### src/rtl/rgmii_tx_ms_if.sv
// MAC-side transmit bus and DDR pair outputs of the multi-speed RGMII
// transmit formatter. The master is the MAC / pad wrapper side; the slave
// is the formatter.
interface rgmii_tx_ms_if;
    logic [1:0] speed;
    logic       gmii_tx_en;
    logic       gmii_tx_er;
    logic [7:0] gmii_txd;
    logic       gmii_tx_ready;
    logic [1:0] cur_speed;
    logic       txc_r;
    logic       txc_f;
    logic       ctl_r;
    logic       ctl_f;
    logic [3:0] txd_r;
    logic [3:0] txd_f;

    modport master (
        output speed, gmii_tx_en, gmii_tx_er, gmii_txd,
        input  gmii_tx_ready, cur_speed, txc_r, txc_f, ctl_r, ctl_f, txd_r, txd_f
    );

    modport slave (
        input  speed, gmii_tx_en, gmii_tx_er, gmii_txd,
        output gmii_tx_ready, cur_speed, txc_r, txc_f, ctl_r, ctl_f, txd_r, txd_f
    );
endinterface

### src/rtl/rgmii_tx_ms.sv
// Multi-speed GMII-to-RGMII transmit formatter. Produces rising/falling
// pairs for TXC, TX_CTL and TXD from one 125 MHz clock. At 1000M every
// cycle carries a byte; at 10/100 the block divides the clock itself,
// sends one nibble per TXC period and paces the MAC with gmii_tx_ready.
module rgmii_tx_ms #(
    parameter logic [1:0] DEFAULT_SPEED = 2'b10,
    parameter bit         TXC_INVERT    = 1'b0
) (
    input  logic          gmii_tx_clk,
    input  logic          rst,
    rgmii_tx_ms_if.slave  bus
);

    // Mode / pacing state
    logic [1:0] r_speed;
    logic [5:0] r_cnt;
    logic       r_phase;
    logic       r_ready;

    // Byte held for the two nibble periods at 10/100
    logic [7:0] r_hold_txd;
    logic       r_hold_en;
    logic       r_hold_er;

    // Registered DDR pairs
    logic       r_txc_r, r_txc_f;
    logic       r_ctl_r, r_ctl_f;
    logic [3:0] r_txd_r, r_txd_f;

    logic       w_gig;
    logic [5:0] w_last;
    logic       w_cnt_end;
    logic       w_en;
    logic       w_er;
    logic [7:0] w_byte;
    logic       w_boundary;
    logic       w_byte_en;
    logic       w_change;
    logic       w_txc_r, w_txc_f;
    logic       w_ctl_r, w_ctl_f;
    logic [3:0] w_txd_r, w_txd_f;

    // Both 2'b10 and 2'b11 run at 1000M.
    assign w_gig     = r_speed[1];
    assign w_last    = (r_speed == 2'b01) ? 6'd4 : 6'd49;
    assign w_cnt_end = (r_cnt == w_last);

    // The live MAC inputs only count in the cycle that ready is shown;
    // every other cycle of a slow byte works from the hold register.
    assign w_en   = r_ready ? bus.gmii_tx_en : r_hold_en;
    assign w_er   = r_ready ? bus.gmii_tx_er : r_hold_er;
    assign w_byte = r_ready ? bus.gmii_txd   : r_hold_txd;

    // A speed switch is only taken between bytes, and only if the byte
    // that just finished was idle, so a frame is never split across modes.
    assign w_boundary = w_gig | (w_cnt_end & r_phase);
    assign w_byte_en  = w_gig ? (r_ready & bus.gmii_tx_en) : r_hold_en;
    assign w_change   = w_boundary & ~w_byte_en & (bus.speed != r_speed);

    // Next pair values from the state of the cycle now ending
    always_comb begin
        w_txc_r = 1'b0;
        w_txc_f = 1'b0;
        w_ctl_r = 1'b0;
        w_ctl_f = 1'b0;
        w_txd_r = 4'h0;
        w_txd_f = 4'h0;
        if (w_gig) begin
            w_txc_r = 1'b1;
            w_txc_f = 1'b0;
            if (r_ready) begin
                w_txd_r = bus.gmii_txd[3:0];
                w_txd_f = bus.gmii_txd[7:4];
                w_ctl_r = bus.gmii_tx_en;
                w_ctl_f = bus.gmii_tx_en ^ bus.gmii_tx_er;
            end
        end else begin
            w_txd_r = r_phase ? w_byte[7:4] : w_byte[3:0];
            w_txd_f = w_txd_r;
            w_ctl_r = w_en;
            w_ctl_f = w_en ^ w_er;
            if (r_speed == 2'b01) begin
                // 2.5 cycles high, 2.5 low: the middle cycle splits at the falling half
                w_txc_r = (r_cnt <= 6'd2);
                w_txc_f = (r_cnt <= 6'd1);
            end else begin
                w_txc_r = (r_cnt <= 6'd24);
                w_txc_f = w_txc_r;
            end
        end
    end

    // Speed, nibble counter/phase, ready strobe and byte hold
    always_ff @(posedge gmii_tx_clk or posedge rst) begin
        if (rst) begin
            r_speed    <= DEFAULT_SPEED;
            r_cnt      <= 6'd0;
            r_phase    <= 1'b0;
            r_ready    <= 1'b0;
            r_hold_txd <= 8'h00;
            r_hold_en  <= 1'b0;
            r_hold_er  <= 1'b0;
        end else begin
            if (r_ready) begin
                r_hold_txd <= bus.gmii_txd;
                r_hold_en  <= bus.gmii_tx_en;
                r_hold_er  <= bus.gmii_tx_er;
            end
            if (w_change) begin
                r_speed <= bus.speed;
                r_cnt   <= 6'd0;
                r_phase <= 1'b0;
                r_ready <= 1'b1;
            end else if (w_gig) begin
                r_cnt   <= 6'd0;
                r_phase <= 1'b0;
                r_ready <= 1'b1;
            end else begin
                if (w_cnt_end) begin
                    r_cnt   <= 6'd0;
                    r_phase <= ~r_phase;
                end else begin
                    r_cnt <= r_cnt + 6'd1;
                end
                // Next cycle is cnt 0 / phase 0 only when leaving the last high-nibble count
                r_ready <= w_cnt_end & r_phase;
            end
        end
    end

    // Output pair registers; TXC inversion is applied only outside reset
    always_ff @(posedge gmii_tx_clk or posedge rst) begin
        if (rst) begin
            r_txc_r <= 1'b0;
            r_txc_f <= 1'b0;
            r_ctl_r <= 1'b0;
            r_ctl_f <= 1'b0;
            r_txd_r <= 4'h0;
            r_txd_f <= 4'h0;
        end else begin
            r_txc_r <= w_txc_r ^ TXC_INVERT;
            r_txc_f <= w_txc_f ^ TXC_INVERT;
            r_ctl_r <= w_ctl_r;
            r_ctl_f <= w_ctl_f;
            r_txd_r <= w_txd_r;
            r_txd_f <= w_txd_f;
        end
    end

    assign bus.gmii_tx_ready = r_ready;
    assign bus.cur_speed     = r_speed;
    assign bus.txc_r         = r_txc_r;
    assign bus.txc_f         = r_txc_f;
    assign bus.ctl_r         = r_ctl_r;
    assign bus.ctl_f         = r_ctl_f;
    assign bus.txd_r         = r_txd_r;
    assign bus.txd_f         = r_txd_f;

endmodule

### src/flat_wrapper.sv
// flat-port wrapper written by rule: the top's interface ports become plain ports
module rgmii_tx_ms_flat 
#(
    parameter logic [1:0] DEFAULT_SPEED = 2'b10,
    parameter bit         TXC_INVERT    = 1'b0
)
  (gmii_tx_clk, rst, bus_speed, bus_gmii_tx_en, bus_gmii_tx_er, bus_gmii_txd, bus_gmii_tx_ready, bus_cur_speed, bus_txc_r, bus_txc_f, bus_ctl_r, bus_ctl_f, bus_txd_r, bus_txd_f);
  rgmii_tx_ms_if bus_i ();
  input  logic gmii_tx_clk;
  input  logic rst;
  input wire logic [$bits(bus_i.speed)-1:0] bus_speed;
  input wire logic [$bits(bus_i.gmii_tx_en)-1:0] bus_gmii_tx_en;
  input wire logic [$bits(bus_i.gmii_tx_er)-1:0] bus_gmii_tx_er;
  input wire logic [$bits(bus_i.gmii_txd)-1:0] bus_gmii_txd;
  output wire logic [$bits(bus_i.gmii_tx_ready)-1:0] bus_gmii_tx_ready;
  output wire logic [$bits(bus_i.cur_speed)-1:0] bus_cur_speed;
  output wire logic [$bits(bus_i.txc_r)-1:0] bus_txc_r;
  output wire logic [$bits(bus_i.txc_f)-1:0] bus_txc_f;
  output wire logic [$bits(bus_i.ctl_r)-1:0] bus_ctl_r;
  output wire logic [$bits(bus_i.ctl_f)-1:0] bus_ctl_f;
  output wire logic [$bits(bus_i.txd_r)-1:0] bus_txd_r;
  output wire logic [$bits(bus_i.txd_f)-1:0] bus_txd_f;
  assign bus_i.speed = bus_speed;
  assign bus_i.gmii_tx_en = bus_gmii_tx_en;
  assign bus_i.gmii_tx_er = bus_gmii_tx_er;
  assign bus_i.gmii_txd = bus_gmii_txd;
  assign bus_gmii_tx_ready = bus_i.gmii_tx_ready;
  assign bus_cur_speed = bus_i.cur_speed;
  assign bus_txc_r = bus_i.txc_r;
  assign bus_txc_f = bus_i.txc_f;
  assign bus_ctl_r = bus_i.ctl_r;
  assign bus_ctl_f = bus_i.ctl_f;
  assign bus_txd_r = bus_i.txd_r;
  assign bus_txd_f = bus_i.txd_f;
  rgmii_tx_ms #(.DEFAULT_SPEED(DEFAULT_SPEED), .TXC_INVERT(TXC_INVERT)) u_core (.gmii_tx_clk(gmii_tx_clk), .rst(rst), .bus(bus_i));
endmodule
### config.mk
export PLATFORM = sky130hd
export DESIGN_NAME = rgmii_tx_ms_flat
export DESIGN_NICKNAME = d
export VERILOG_FILES = /design/src/rtl/rgmii_tx_ms_if.sv /design/src/rtl/rgmii_tx_ms.sv /design/src/flat_wrapper.sv
export SDC_FILE = /design/constraint.sdc
export NUM_CORES = 1
export LEC_CHECK = 0
export BUFFER_PORTS_ARGS = -buffer_cell sky130_fd_sc_hd__buf_2
export CAP_MARGIN = 20
export CORE_MARGIN = 4
export CORE_UTILIZATION = 45
export CTS_CLUSTER_SIZE = 8
export DETAILED_ROUTE_END_ITERATION = 10
export GPL_TIMING_DRIVEN = 0
export MAX_ROUTING_LAYER = met4
export PLACE_DENSITY = 0.67
export SYNTH_ARGS = -nofsm -noshare
export SYNTH_HDL_FRONTEND = slang
export SYNTH_SLANG_ARGS = --single-unit
### constraint.sdc
create_clock -name gmii_tx_clk -period 1.58 [get_ports gmii_tx_clk]
set_input_delay 0.316 -clock gmii_tx_clk [delete_from_list [all_inputs] [get_ports gmii_tx_clk]]
set_output_delay 0.316 -clock gmii_tx_clk [all_outputs]
set_load 0.01 [all_outputs]
==> Word-level counts from Yosys, hierarchy flattened <==
Cells that the tools add are included.
{ "word_totals": {"out_inout_bits": 15, "ff_bits": 32, "elab_cells": 56} }
{ "op_classes": {"bitwise": 9, "mux": 26, "n_lt_le_gt_ge": 3, "n_addsub": 1, "n_reduce_logical": 1, "eq_ne": 3} }
{ "ops": {"columns": ["operator", "count"], "rows": [
  ["2-to-1 mux 6 bit", 4],
  ["2-to-1 mux 4 bit", 5],
  ["2-to-1 mux 1 bit", 16],
  ["2-to-1 mux 8 bit", 1],
  ["adder 6 x 1 -> 6 bit (second input constant)", 1],
  ["equality test 6 bit", 1],
  ["<= comparator 6 x 1 -> 1 bit (second input constant)", 1],
  ["<= comparator 6 x 2 -> 1 bit (second input constant)", 1],
  ["<= comparator 6 x 5 -> 1 bit (second input constant)", 1],
  ["bitwise AND 1 bit", 4],
  ["nonzero test 3 bit", 1],
  ["equality test 2 x 1 -> 1 bit (second input constant)", 1],
  ["!= test 2 bit", 1],
  ["NOT 1 bit", 2],
  ["bitwise XOR 1 bit", 2],
  ["OR 1 bit", 1]
]} }

==> Logic depth before layout (Yosys ltp) <==
{ "logic_depth": {"ltp_word": 8, "depth_mapped": 7, "ltp_nobuf": 4} }

==> Least setup slack after synthesis <==
OpenSTA, ideal clock, no wires.
{ "synth_timing": {"path_kind": "reg2reg", "start": "register u_core.r_speed[0], in the netlist u_core.bus.cur_speed[0]", "end": "register u_core.r_cnt[3]", "path_stages_with_launch": 7, "n_path_buf": 2, "synth_period_minus_slack_ns": 1.485, "path_slack_ns": 0.095, "setup_ns": 0.069, "arrival_ns": 1.416, "cell_sequence": "dfrtp_1 > nor4b_2 > a32o_1 > buf_6 > or2_1 > buf_6 > nor2_2"} }
{ "synth_between": {"elab_chain_cells": 8, "elab_cells_between_ends": 11, "classes_between": "3 x eq/ne; 4 x mux; 4 x bitwise"} }
{ "synth_lines": {"columns": ["item", "line_no", "source"], "rows": [
  ["from (decl)", "rgmii_tx_ms.sv:15", "logic [1:0] r_speed;"],
  ["from (signal assigned)", "rgmii_tx_ms.sv:110", "r_speed <= bus.speed;"],
  ["equality test 2 x 1 -> 1 bit", "rgmii_tx_ms.sv:45", "assign w_last = (r_speed == 2'b01) ? 6'd4 : 6'd49;"],
  ["2-to-1 mux 6 bit", "rgmii_tx_ms.sv:45", null],
  ["equality test 6 bit", "rgmii_tx_ms.sv:46", "assign w_cnt_end = (r_cnt == w_last);"],
  ["bitwise AND 1 bit", "rgmii_tx_ms.sv:56", "assign w_boundary = w_gig | (w_cnt_end & r_phase);"],
  ["OR 1 bit", "rgmii_tx_ms.sv:56", null],
  ["bitwise AND 1 bit (2 in a row)", "rgmii_tx_ms.sv:58", "assign w_change = w_boundary & ~w_byte_en & (bus.speed != r_speed);"],
  ["2-to-1 mux 6 bit (*)", "rgmii_tx_ms.sv:109", "if (w_change) begin"],
  ["to (signal assigned)", "rgmii_tx_ms.sv:123", "r_cnt <= r_cnt + 6'd1;"],
  ["to (decl)", "rgmii_tx_ms.sv:16", "logic [5:0] r_cnt;"]
]} }
Every way passes the cells marked *; elsewhere a longest branch is shown, timed or not.
A chain may end at the register's enable or synchronous reset.

==> Final worst setup path <==
{ "layout_timing": {"start": "register u_core.r_speed[0], in the netlist u_core.bus.cur_speed[0]", "end": "register u_core.r_cnt[4]"} }
The elaborated chain is that of the path after synthesis.

==> flow_metrics.env <==
export IMPL_yosysTopAreaCell="dfrtp_1"
export IMPL_period_minus_slack_ps=1510
export IMPL_rrSetupSlack_ps=70
export IMPL_grt_pass1_vias=1078
export IMPL_rsz0062_at_grt="no"
export IMPL_dp_cells=210
export IMPL_fin_crit_sh_pct=95.7
export IMPL_crit_slowest_cell="dfrtp_2"
export IMPL_syn_instance_count=137
export IMPL_maxSlewHeadroom_pct=67.3
export IMPL_irDropWorstVdd_mv=0.997
export IMPL_crit_top_cell="buf_6"
export IMPL_post_synth_top_area_fraction_pct=51.2
export IMPL_drcViolationCount=0
export IMPL_synth_area_um2=1520
export IMPL_clock_fmax_mhz=661
export IMPL_hold_viol_final=0
export IMPL_ff2ff_path_depth=6
export IMPL_whs_ps=195
export IMPL_core_area_um2=3130
export IMPL_setup_viol=0
export IMPL_critPathTopFamily="flip-flops"
export IMPL_wirelength_um=3020
export IMPL_p_leak_nw=0.884
export IMPL_drt_iter0_markers=67
export IMPL_place_congestion=0.804
export IMPL_cp_slowest_stage_delay_ps=450
export IMPL_vias_per_cell=5.04
export IMPL_synth_fp_nets=155
export IMPL_yosys_warnings=0
export IMPL_r2r_start="u_core.bus.cur_speed[0]"
export IMPL_grt_max_degree=24
export IMPL_slew_violations=0
export IMPL_ys_seq_elements=32
export IMPL_skew_ps=11.4
export IMPL_antenna_found_initial=0
export IMPL_clkTransAtPathRegs_ps=100
export IMPL_avgSynthCellArea_um2=11.1
export IMPL_cts_inserted_buffers=5
export IMPL_status="completed"
export IMPL_cts_tree="built"
export IMPL_synthTopCellsByArea="dfrtp_1 51%, mux2_2 7.4%, a22oi_1 4.0%"
export IMPL_cp_data_required_time_ps=1830
export IMPL_endpoint_kind="register"
export IMPL_grt_pass1_wl_um=5020
export IMPL_ant_nets=0
export IMPL_clock_latency_ps=330
export IMPL_grt_overflow_total=0
export IMPL_fillers=270
export IMPL_cp_depth=6
export IMPL_clockBufferDepth=2
export IMPL_ys_types=33
export IMPL_layout_drive_gt1_share_pct=39.9
export IMPL_dr_pass1_iters=4
export IMPL_die_h_um=66.1
export IMPL_final_common_cell="buf_2"
export IMPL_cp_cell_sequence="nor4b_4, a32o_2, buf_6, or2_1, buf_6, nor2_2"
export IMPL_antennaDiodeCount=0
export IMPL_final_nets=195
export IMPL_cp_startpoint="u_core.bus.cur_speed[0]"
export IMPL_path_max_fanout=6
export IMPL_path_class="reg2reg"
export IMPL_cp_start_kind="register"
export IMPL_cts_sinks=32
export IMPL_powerDensity_nw_per_um2=1940
export IMPL_seq_area_frac_synth_pct=52.9
export IMPL_grt_total_usage_pct=15.8
export IMPL_tns_ps=0
export IMPL_ios=29
export IMPL_dp_hpwl_um=2190
export IMPL_layout_cells_non_filler=222
export IMPL_start_util_pct=48.5
export IMPL_wl_per_cell_um=13.6
export IMPL_hp_class="in2reg"
export IMPL_num_rows=20
export IMPL_crit_path_end="u_core.r_cnt[4]"
export IMPL_die_w_um=66.1
export IMPL_r2r_end="u_core.r_cnt[4]"
export IMPL_htree_levels=2
export IMPL_arrival_ps=1770
export IMPL_cts_root_buffer="clkbuf_4"
export IMPL_cp_num_buf_inv=2
export IMPL_cap_violations=0
export IMPL_post_route_util_pct=59.8
export IMPL_final_cell_mix="31 x buf_2, 27 x dfrtp_1, 13 x nand2_1, 11 x o21ai_0, 10 x mux2_2"
export IMPL_num_vias=1119
export IMPL_io_buffers=28
export IMPL_areaGrowthSynthToFinish_pct=23.4
export IMPL_worstMarginPinSlew_ps=491
export IMPL_die_area_um2=4360
## registers in the layout (all words and copies together) (netlist names)
name and cells:
u_core.bus.ctl_f 1, u_core.bus.txc_f 1, u_core.r_hold_en 1, u_core.bus.txd_f 4
u_core.r_hold_er 1, u_core.bus.gmii_tx_ready 1, u_core.bus.txd_r 4, u_core.bus.txc_r 1
u_core.bus.ctl_r 1, u_core.r_phase 1, u_core.r_cnt 6, u_core.bus.cur_speed 2
u_core.r_hold_txd 8
## worst min path at each step
| stage | slack, ps | startpoint | cells after the start | to |
|---|---|---|---|---|
| 2_1_floorplan | 430 | rst | 1 | u_core.bus.ctl_f |
| 3_3_place_gp | 510 | u_core.r_hold_txd[7] | 1 | u_core.r_hold_txd[7] |
| 3_5_place_dp | 360 | rst | 2 | u_core.r_cnt[2] |
| 4_1_cts | 180 | bus_gmii_txd[2] | 3 | u_core.bus.txd_r[2] |
| 5_1_grt | 190 | bus_gmii_txd[2] | 3 | u_core.bus.txd_r[2] |
| 6_report | 200 | bus_gmii_txd[2] | 3 | u_core.bus.txd_r[2] |
## layout make-up
class	instances	area, µm²	share of cell area (%)
Buffer	8	50.0	2.67
Sequential cell	32	807	43.1
Clock buffer	6	41.3	2.21
Multi-Input combinational cell	91	661	35.3
Tap cell	44	55.1	2.94
Timing Repair Buffer	33	200	10.7
Inverter	6	22.5	1.20
Clock inverter	2	35.0	1.87
## Yosys cell counts
cell type and instances:
a22oi_1 8, inv_1 6, mux2_2 10, nor2_1 6, dfstp_2 1, o21a_1 1, nand4b_1 1, nand3_1 4
nor4b_2 1, xor2_1 3, a21oi_1 3, o21ai_1 1, buf_2 3, nor2b_1 1, mux2i_1 3, dfrtp_1 31
xnor2_1 4, a21boi_0 1, clkbuf_1 2, ha_1 4, o31ai_1 1, a32o_1 1, nor3b_1 1, o21ai_0 11
clkbuf_2 1, nand2_1 13, nor3_1 1, nor4bb_1 1, nor2_2 6, o2bb2ai_1 3, or2_1 1, buf_6 2
nand2b_1 1
## per-layer routing
| metal | global-route usage (%) | share of wire [%] | vias to the layer above | wire, µm |
|---|---|---|---|---|
| li1 | - | - | 558 | - |
| met1 | 16.9 | 41 | 538 | 1230 |
| met2 | 27.7 | 53 | 18 | 1590 |
| met3 | 5.27 | 4.8 | 5 | 146 |
| met4 | 4.57 | 1.5 | 0 | 44 |
| met5 | - | 0 | - | 0 |
## what timing repair did
action | CTS | global route
hold buffers | 1 | 0
gates resized for setup | 1 | 9
buffers inserted | 0 | 3
setup endpoints to repair | 4 | 9
endpoints found under the hold margin | 4 | 0
## worst reg2reg max path: stages, from the launching register on
cell,delay (ps)
dfrtp_2,450
nor4b_4,140
a32o_2,270
buf_6,130
or2_1,220
buf_6,140
nor2_2,100
## cells by family (layout without fill, tap and decap cells)
logic type                 after synthesis  count (layout)  share of synthesized area (%)
buffers and inverters                   14              55                           4.78
DFF                                     32              32                           52.9
adders and majority gates                4               4                           3.30
and+or+nand+nor                         37              37                           12.8
xor gates and xnor gates                 7               7                           4.04
AOI/OAI and AO/OA                       30              30                           12.8
muxes                                   13              13                           9.41
## stage by stage
stage               total power, mW  area [µm²]  setup WS, ps
finish                         3.63        1870          68.0
global route                   3.92        1870          4.11
CTS                            3.58        1830          17.3
detailed placement             2.96        1740         -82.5
global placement               2.90        1710         -47.5
floorplan                      2.53        1520          95.3
## report_power, final
| part | internal [mW] | switching, mW | leakage, nW |
|---|---|---|---|
| Clock | 0.332 | 0.266 | 0.0422 |
| Sequential | 1.21 | 0.234 | 0.386 |
| Combinational | 0.778 | 0.811 | 0.455 |
Power figures use the tool's default switching activity.
